<file path="src/rtl/btn_cond_pkg.sv">
// Shared types and constants for the push-button conditioner.
package btn_cond_pkg;

  typedef enum logic [1:0] {
    IDLE,
    PRESS_WAIT,
    PRESSED,
    RELEASE_WAIT
  } btn_state_t;

  localparam int unsigned DEF_DEBOUNCE_CYCLES = 4;
  localparam int unsigned DEF_HOLD_CYCLES     = 20;
  localparam int unsigned DEF_REPEAT_CYCLES   = 8;

  // One spare bit above the largest count so saturation never aliases a target value.
  function automatic int unsigned cnt_width(input int unsigned a,
                                            input int unsigned b,
                                            input int unsigned c);
    int unsigned m;
    m = a;
    if (b > m) m = b;
    if (c > m) m = c;
    return $clog2(m) + 1;
  endfunction

endpackage

</file>
<file path="src/rtl/btn_conditioner_if.sv">
// Button conditioner signal bundle: raw button in, conditioned events out.
interface btn_conditioner_if;
  logic btn_in;
  logic btn_level;
  logic press_pulse;
  logic release_pulse;
  logic repeat_pulse;

  modport master (
    output btn_in,
    input  btn_level,
    input  press_pulse,
    input  release_pulse,
    input  repeat_pulse
  );

  modport slave (
    input  btn_in,
    output btn_level,
    output press_pulse,
    output release_pulse,
    output repeat_pulse
  );
endinterface

</file>
<file path="src/rtl/btn_sync.sv">
// Two-flop synchroniser for a single asynchronous input, reset to 0.
module btn_sync (
  input  logic clk,
  input  logic reset,
  input  logic d,
  output logic q
);
  logic meta_q;
  logic sync_q;

  always_ff @(posedge clk or negedge reset) begin
    if (!reset) begin
      meta_q <= 1'b0;
      sync_q <= 1'b0;
    end else begin
      meta_q <= d;
      sync_q <= meta_q;
    end
  end

  assign q = sync_q;
endmodule

</file>
<file path="src/rtl/btn_conditioner.sv">
// Debounced push-button: synchroniser, debounce FSM, press/release pulses.
// Optional hold-to-repeat enabled by defining BTN_COND_AUTO_REPEAT_EN.
module btn_conditioner
  import btn_cond_pkg::*;
#(
  parameter int unsigned DEBOUNCE_CYCLES = DEF_DEBOUNCE_CYCLES,
  parameter int unsigned HOLD_CYCLES     = DEF_HOLD_CYCLES,
  parameter int unsigned REPEAT_CYCLES   = DEF_REPEAT_CYCLES
) (
  input  logic                clk,
  input  logic                reset,
  btn_conditioner_if.slave    bus
);
  localparam int unsigned CW = cnt_width(DEBOUNCE_CYCLES, HOLD_CYCLES, REPEAT_CYCLES);
  localparam logic [CW-1:0] DEB_LAST = CW'(DEBOUNCE_CYCLES - 1);

  logic s;

  btn_sync u_sync (
    .clk   (clk),
    .reset (reset),
    .d     (bus.btn_in),
    .q     (s)
  );

  btn_state_t    state_q, state_d;
  logic [CW-1:0] cnt_q, cnt_d;
  logic          level_q, level_d;
  logic          press_q, press_d;
  logic          rel_q, rel_d;
  logic          rpt_pulse_q, rpt_pulse_d;

  function automatic logic [CW-1:0] sat_inc(input logic [CW-1:0] v);
    return (v == '1) ? v : v + 1'b1;
  endfunction

  always_comb begin
    state_d = state_q;
    cnt_d   = cnt_q;
    level_d = level_q;
    press_d = 1'b0;
    rel_d   = 1'b0;
    case (state_q)
      IDLE: begin
        if (s) begin
          state_d = PRESS_WAIT;
          cnt_d   = '0;
        end
      end
      PRESS_WAIT: begin
        if (!s) begin
          state_d = IDLE;
          cnt_d   = '0;
        end else if (cnt_q == DEB_LAST) begin
          state_d = PRESSED;
          cnt_d   = '0;
          press_d = 1'b1;
          level_d = 1'b1;
        end else begin
          cnt_d = sat_inc(cnt_q);
        end
      end
      PRESSED: begin
        if (!s) begin
          state_d = RELEASE_WAIT;
          cnt_d   = '0;
        end
      end
      RELEASE_WAIT: begin
        if (s) begin
          state_d = PRESSED;
          cnt_d   = '0;
        end else if (cnt_q == DEB_LAST) begin
          state_d = IDLE;
          cnt_d   = '0;
          rel_d   = 1'b1;
          level_d = 1'b0;
        end else begin
          cnt_d = sat_inc(cnt_q);
        end
      end
      default: begin
        state_d = IDLE;
        cnt_d   = '0;
        level_d = 1'b0;
      end
    endcase
  end

`ifdef BTN_COND_AUTO_REPEAT_EN
  localparam logic [CW-1:0] HOLD_LAST = CW'(HOLD_CYCLES - 1);
  localparam logic [CW-1:0] RPT_LAST  = CW'(REPEAT_CYCLES - 1);

  logic [CW-1:0] hold_q, hold_d;
  logic [CW-1:0] rpt_q, rpt_d;
  logic          rpt_phase_q, rpt_phase_d;

  // Hold count runs only in PRESSED; RELEASE_WAIT leaves it frozen.
  always_comb begin
    hold_d      = hold_q;
    rpt_d       = rpt_q;
    rpt_phase_d = rpt_phase_q;
    rpt_pulse_d = 1'b0;
    if (press_d || rel_d) begin
      hold_d      = '0;
      rpt_d       = '0;
      rpt_phase_d = 1'b0;
    end else if (state_q == PRESSED) begin
      if (!rpt_phase_q) begin
        if (hold_q == HOLD_LAST) begin
          rpt_pulse_d = 1'b1;
          rpt_phase_d = 1'b1;
          rpt_d       = '0;
        end else begin
          hold_d = sat_inc(hold_q);
        end
      end else if (rpt_q == RPT_LAST) begin
        rpt_pulse_d = 1'b1;
        rpt_d       = '0;
      end else begin
        rpt_d = sat_inc(rpt_q);
      end
    end
  end

  always_ff @(posedge clk or negedge reset) begin
    if (!reset) begin
      hold_q      <= '0;
      rpt_q       <= '0;
      rpt_phase_q <= 1'b0;
    end else begin
      hold_q      <= hold_d;
      rpt_q       <= rpt_d;
      rpt_phase_q <= rpt_phase_d;
    end
  end
`else
  always_comb rpt_pulse_d = 1'b0;
`endif

  always_ff @(posedge clk or negedge reset) begin
    if (!reset) begin
      state_q     <= IDLE;
      cnt_q       <= '0;
      level_q     <= 1'b0;
      press_q     <= 1'b0;
      rel_q       <= 1'b0;
      rpt_pulse_q <= 1'b0;
    end else begin
      state_q     <= state_d;
      cnt_q       <= cnt_d;
      level_q     <= level_d;
      press_q     <= press_d;
      rel_q       <= rel_d;
      rpt_pulse_q <= rpt_pulse_d;
    end
  end

  assign bus.btn_level     = level_q;
  assign bus.press_pulse   = press_q;
  assign bus.release_pulse = rel_q;
  assign bus.repeat_pulse  = rpt_pulse_q;
endmodule

</file>
<file path="src/flat_wrapper.sv">
// flat-port wrapper written by rule: the top's interface ports become plain ports
module btn_conditioner_flat import btn_cond_pkg::*;
#(
  parameter int unsigned DEBOUNCE_CYCLES = DEF_DEBOUNCE_CYCLES,
  parameter int unsigned HOLD_CYCLES     = DEF_HOLD_CYCLES,
  parameter int unsigned REPEAT_CYCLES   = DEF_REPEAT_CYCLES
)
  (clk, reset, bus_btn_in, bus_btn_level, bus_press_pulse, bus_release_pulse, bus_repeat_pulse);
  btn_conditioner_if bus_i ();
  input  logic clk;
  input  logic reset;
  input wire logic [$bits(bus_i.btn_in)-1:0] bus_btn_in;
  output wire logic [$bits(bus_i.btn_level)-1:0] bus_btn_level;
  output wire logic [$bits(bus_i.press_pulse)-1:0] bus_press_pulse;
  output wire logic [$bits(bus_i.release_pulse)-1:0] bus_release_pulse;
  output wire logic [$bits(bus_i.repeat_pulse)-1:0] bus_repeat_pulse;
  assign bus_i.btn_in = bus_btn_in;
  assign bus_btn_level = bus_i.btn_level;
  assign bus_press_pulse = bus_i.press_pulse;
  assign bus_release_pulse = bus_i.release_pulse;
  assign bus_repeat_pulse = bus_i.repeat_pulse;
  btn_conditioner #(.DEBOUNCE_CYCLES(DEBOUNCE_CYCLES), .HOLD_CYCLES(HOLD_CYCLES), .REPEAT_CYCLES(REPEAT_CYCLES)) u_core (.clk(clk), .reset(reset), .bus(bus_i));
endmodule
</file>
<file path="config.mk">
export PLATFORM = sky130hd
export DESIGN_NAME = btn_conditioner_flat
export DESIGN_NICKNAME = d
export VERILOG_FILES = /design/src/rtl/btn_cond_pkg.sv /design/src/rtl/btn_conditioner_if.sv /design/src/rtl/btn_sync.sv /design/src/rtl/btn_conditioner.sv /design/src/flat_wrapper.sv
export SDC_FILE = /design/constraint.sdc
export NUM_CORES = 1
export LEC_CHECK = 0
export BUFFER_PORTS_ARGS = -buffer_cell sky130_fd_sc_hd__buf_2
export CAP_MARGIN = 20
export CORE_MARGIN = 2
export CORE_UTILIZATION = 30
export CTS_CLUSTER_DIAMETER = 100
export DETAILED_ROUTE_END_ITERATION = 10
export HOLD_SLACK_MARGIN = 0.06
export MAX_ROUTING_LAYER = met4
export PLACE_DENSITY = 0.55
export RECOVER_POWER = 50
export SLEW_MARGIN = 25
export SYNTH_ARGS = -nofsm -noshare
export SYNTH_HDL_FRONTEND = slang
export SYNTH_SLANG_ARGS = --single-unit
</file>
<file path="constraint.sdc">
create_clock -name clk -period 1.5 [get_ports clk]
set_input_delay 0.075 -clock clk [delete_from_list [all_inputs] [get_ports clk]]
set_output_delay 0.075 -clock clk [all_outputs]
set_load 0.03 [all_outputs]
</file>
==> Word-level counts from Yosys, hierarchy flattened <==
Index checks and enable logic that the tools add are counted.
{ "word_totals": {"regBits": 13, "input_bits": 3, "output_inout_bits": 4, "wordCells": 50} }
{ "op_classes": {"n_addsub": 1, "n_eq_ne": 13, "mux": 24, "n_reduce_logical": 5} }
{ "op_table": {"columns": ["operator", "n"], "rows": [
  ["2-to-1 mux 6 bit", 6],
  ["case mux 6 bit (4 select lines)", 1],
  ["2-to-1 mux 2 bit", 6],
  ["2-to-1 mux 1 bit", 9],
  ["inequality test 2 bit, second input constant", 4],
  ["case mux 2 bit (4 select lines)", 1],
  ["adder 6 x 1 -> 6 bit, second input constant", 1],
  ["equality test 6 x 2 -> 1 bit, second input constant", 1],
  ["equality test 6 bit, second input constant", 1],
  ["inequality test 3 x 2 -> 1 bit, second input constant", 2],
  ["AND reduction 5 bit", 1],
  ["equality test 2 bit, second input constant", 2],
  ["inequality test 2 x 1 -> 1 bit, second input constant", 2],
  ["AND reduction 4 bit", 1],
  ["equality test 2 x 1 -> 1 bit, second input constant", 1],
  ["zero test 2 bit", 1],
  ["case mux 1 bit (2 select lines)", 1],
  ["AND reduction 2 bit", 1],
  ["nonzero test 2 bit", 1]
]} }

==> Longest topological paths before layout <==
{ "logic_depth": {"word_depth": 5, "mapped_depth": 5, "ltp_nobuf": 5} }

==> Cells and area by module <==
From an unflattened synthesis, not the netlist that was laid out.
{ "unflattened": {"cells_unflattened": 56, "hier_area_um2": 618.1} }
{ "by_module_without_submodules": {"columns": ["module", "n_inst", "cells_each", "area_per_inst_um2", "seq_area_each_um2"], "rows": [
  ["btn_conditioner", 1, 54, 568.0, 275.3],
  ["btn_sync", 1, 2, 50.0, 50.0]
]} }

==> Least setup slack after synthesis <==
No wires, ideal clock.
{ "synth_timing": {"path_kind": "reg-to-reg", "startpoint": "register u_core.cnt_q[0]", "endpoint": "register u_core.cnt_q[0]", "setup_ns": 0.125, "t_arrival_ns": 1.343, "required_time_ns": 1.375, "path_slack_ns": 0.032, "path_stages_with_launch": 6, "n_path_buf": 0, "period_less_slack_ns": 1.468, "cell_sequence": "dfrtp_1 ha_1 nor4b_4 a211oi_2 and2_1 mux2_2"} }
{ "synth_between": {"elab_chain_cells": 5, "word_cells_on_any_way": 8, "classes_between": "add/sub: 1; eq/ne: 2; mux: 5"} }
{ "synth_rtl": {"columns": ["item", "line_no", "text"], "rows": [
  ["from (decl)", "btn_conditioner.sv:27", "logic [CW-1:0] cnt_q, cnt_d;"],
  ["from (signal assigned)", "btn_conditioner.sv:151", "cnt_q <= cnt_d;"],
  ["adder 6 x 1 -> 6 bit or equality test 6 bit (tied branches)", "btn_conditioner.sv:34", "return (v == '1) ? v : v + 1'b1;"],
  ["2-to-1 mux 6 bit", "btn_conditioner.sv:34", null],
  ["2-to-1 mux 6 bit *", "btn_conditioner.sv:54, btn_conditioner.sv:73", null],
  ["2-to-1 mux 6 bit (on tied branches)", "btn_conditioner.sv:70, btn_conditioner.sv:51", null],
  ["case mux 6 bit (4 select lines) *", "btn_conditioner.sv:43", "case (state_q)"]
]} }
Every way passes the cells marked *; elsewhere a longest branch is shown, timed or not.
A chain may end at the register's enable or synchronous reset.

==> Worst setup path after layout <==
{ "layout_timing": {"startpoint": "register u_core.cnt_q[1]", "endpoint": "register u_core.cnt_q[0]"} }
{ "layout_between": {"elab_chain_cells": 5, "word_cells_on_any_way": 7, "classes_between": "eq/ne: 2; mux: 5"} }
{ "layout_rtl": {"columns": ["item", "line_no"], "rows": [
  ["equality test 6 bit", "btn_conditioner.sv:34"],
  ["2-to-1 mux 6 bit", null],
  ["2-to-1 mux 6 bit *", "btn_conditioner.sv:54, btn_conditioner.sv:73"],
  ["2-to-1 mux 6 bit (on tied branches)", "btn_conditioner.sv:70, btn_conditioner.sv:51"],
  ["case mux 6 bit (4 select lines) *", "btn_conditioner.sv:43"]
]} }
Marked as above.

==> out/metrics.csv <==
metric,value,unit
status,"finished, final reports clean",
final wirelength,1.191,mm
CTS tree,built,
Final period util,0.9941,
DRT iter0 DRCs,14,
Area contributors post-synth,"dfrtp_1 51%, a22o_1 5.5%, o21ai_0 5.5%",
Die Ht,50.08,um
clock buffer depth,2,
"EDFF count, synth",0,
fin. max-slew vios,0,
internal power,724.9,uW
top-area cell type share of the netlist area,0.5108,
largest net degree at the start of global routing,14,
Avg WL per Cell,11.24,um
worst slew pin tran,0.6987,ns
"Distinct cells, synth",25,
clk root buf,clkbuf_4,
post-detail-place hpwl,844.5,um
layout cell share with drive strength beyond 1,0.2911,
Setup Viol. Count Final,0,
"FF+latch count, synth",13,
antenna diode count,0,
WL met2,566,um
finished layout cell area,808.3,um^2
Total Die Area,2508,um^2
GR Util All Layers,0.1175,
Clock power frac,0.201,
total CTS buffers,3,
Area after DPL,740.7,um^2
"commonest non-fill, non-tap cells in the layout","13 x dfrtp_1, 9 x buf_4, 7 x o21ai_0",
Mapped Avg Cell Area,10.61,um^2
largest family of logic cells by synthesized area,simple AND/OR/NAND/NOR gates,
drt first pass iters,4,
Final nets,84,
simple-gate portion of the synthesized area,0.1945,
FP Rows,16,
Sw Pwr,361.4,uW
IO Count,7,
syn_nets,64,
Final Hold Slack,0.3465,ns
DR WL met3,56,um
PwrDens,1344,nW/um^2
Metal-1 WL,549,um
H-tree lvl count,1,
Comb pwr share,0.381,
clock sink count,13,
Most used DFF post-synth,dfrtp_1,
initial antenna violation count,0,
DP Cell Count,98,
first-pass GRT wire length,2.097,mm
Max VDD drop,0.7362,mV
worst-path fanout max,3,
complex-gate fraction of the synthesized area,0.1886,
Final Critical Period,1.491,ns
min-delay worst type,in2async,
reg-to-reg startpoint,u_core.cnt_q[1],
xor-xnor portion of the synthesized cell area,0.02750,
Gate Count Post-Synth,60,
P_leak,0.0003894,uW
vias in the first global route,498,
Worst EP arrival,1.66,ns
Flop pwr share,0.418,
Synth warnings,0,
Clock Skews,0.005645,ns
Worst-Skew Late Latency,0.28,ns
DR DRC count,0,
FF-to-FF path depth,5,
CP Data Required Time,1.67,ns
Rel. slew slack,0.5342,
vias per inst,4.642,
grt ovf,0,
RSZ-0062 raised after global routing,true,
mux cell area share after synthesis,0.01768,
synthesized area,636.9,um^2
WS Path Type,reg2reg,
"antenna viol nets, final",0,
Synth async-reset ratio,1.000,
dominant cell type by area after synthesis,dfrtp_1,
number of I/O port buffers,5,
"commonest non-fill, non-tap cell in the layout",dfrtp_1,
CORE AREA,1982,um^2
Setup WS pre-CTS,0.007958,ns
fin cells,106,
die width,50.08,um
Critical Path Source,u_core.cnt_q[1],
Sw Share,0.3327,
sequential area share after synthesis,0.5108,
clk slew on worst S/H paths,0.08,ns
Fmax,670.6,MHz
Max Used Layer,met4,
final worst slack,0.008784,ns
Synth Area in Adders,0.01965,
crit path capture type,flip-flop,
starting density of the core,0.3213,
DR vias,492,
overall power,1086,uW
layout overhead on the synthesized area,26.92,%
Final Hold Viols,0,
Critical Path Start Type,flip-flop,
Max Cap Viol,0,
GP Congestion,0.7688,
critical path, stage by stage, from the launching register on:
cell	delay (ns)
dfrtp_1	0.37
ha_2	0.20
nor4b_4	0.28
a211oi_2	0.12
and2_1	0.16
mux2_2	0.25
sequential cells by signal (all words and copies together), names as in the netlist, named ones only:
signal / count
u_core.bus.release_pulse: 1
u_core.state_q: 1
u_core.bus.btn_level: 1
u_core.cnt_q: 6
u_core.bus.press_pulse: 1
u_core.u_sync.meta_q: 1
u_core.u_sync.q: 1
cell usage after synthesis (2+ instances only):
master and instances:
a22o_1 4, dfrtp_1 13, inv_1 4, nor2_1 5, and3_1 2, nand3_1 4, o21ai_0 7, nand2_1 3
and2_1 2
per-layer routing:
layer | GRT usage | up-vias
met1 | 0.1358 | 231
li1 | - | 251
met5 | - | -
met2 | 0.1776 | 8
met4 | 0.04167 | 0
met3 | 0.05455 | 2
power by group through the flow:
stage          Combinational [uW]  Sequential, uW  Clock, uW
6_report                      414             454        218
5_1_grt                       466             463        244
4_1_cts                       393             455        228
3_5_place_dp                  385             459          0
3_3_place_gp                  384             457          0
2_1_floorplan                 237             467          0
cell type report:
cell class / instances / area [um^2]
clock buffer: 4 / 26.28
fill: 188 / 1174
inverter: 4 / 15.01
multi-input combinational: 42 / 296.5
sequential: 13 / 325.3
tap: 27 / 33.78
timing repair buffer: 16 / 111.4
worst paths after layout:
path | to | slack, ns
setup / recovery | u_core.cnt_q[0] | 0.009
hold / removal | u_core.cnt_q[0] | 0.35
setup reg to reg | u_core.cnt_q[0] | 0.009
hold reg to reg | u_core.u_sync.q | 0.36
max in group asynchronous | u_core.state_q[0] | 0.71
min in group clk | u_core.u_sync.q | 0.36
per-stage QoR:
step	setup TNS, ns	util
6_report	0	0.4078
5_1_grt	-0.1239	0.4078
4_1_cts	-0.01662	0.4009
3_5_place_dp	0	0.3737
3_3_place_gp	0	0.3737
2_1_floorplan	0	-
cell families after synthesis:
group | Yosys count
other | 1
multiplexers | 1
buffers and inverters | 5
flip-flops | 13
AO/OA/AOI/OAI | 17
adder cells (fa/ha/maj) | 1
AND/OR/NAND/NOR | 20
XOR/XNOR | 2
repair_timing:
item,in CTS,in global routing
hold endpoints to repair,14,0
gates resized for setup,2,0
endpoints found under the setup margin,1,5
hold buffers,2,0
pin swaps,0,5
cloned,0,0
buffers inserted,0,2
Power figures use the tool's default switching activity.
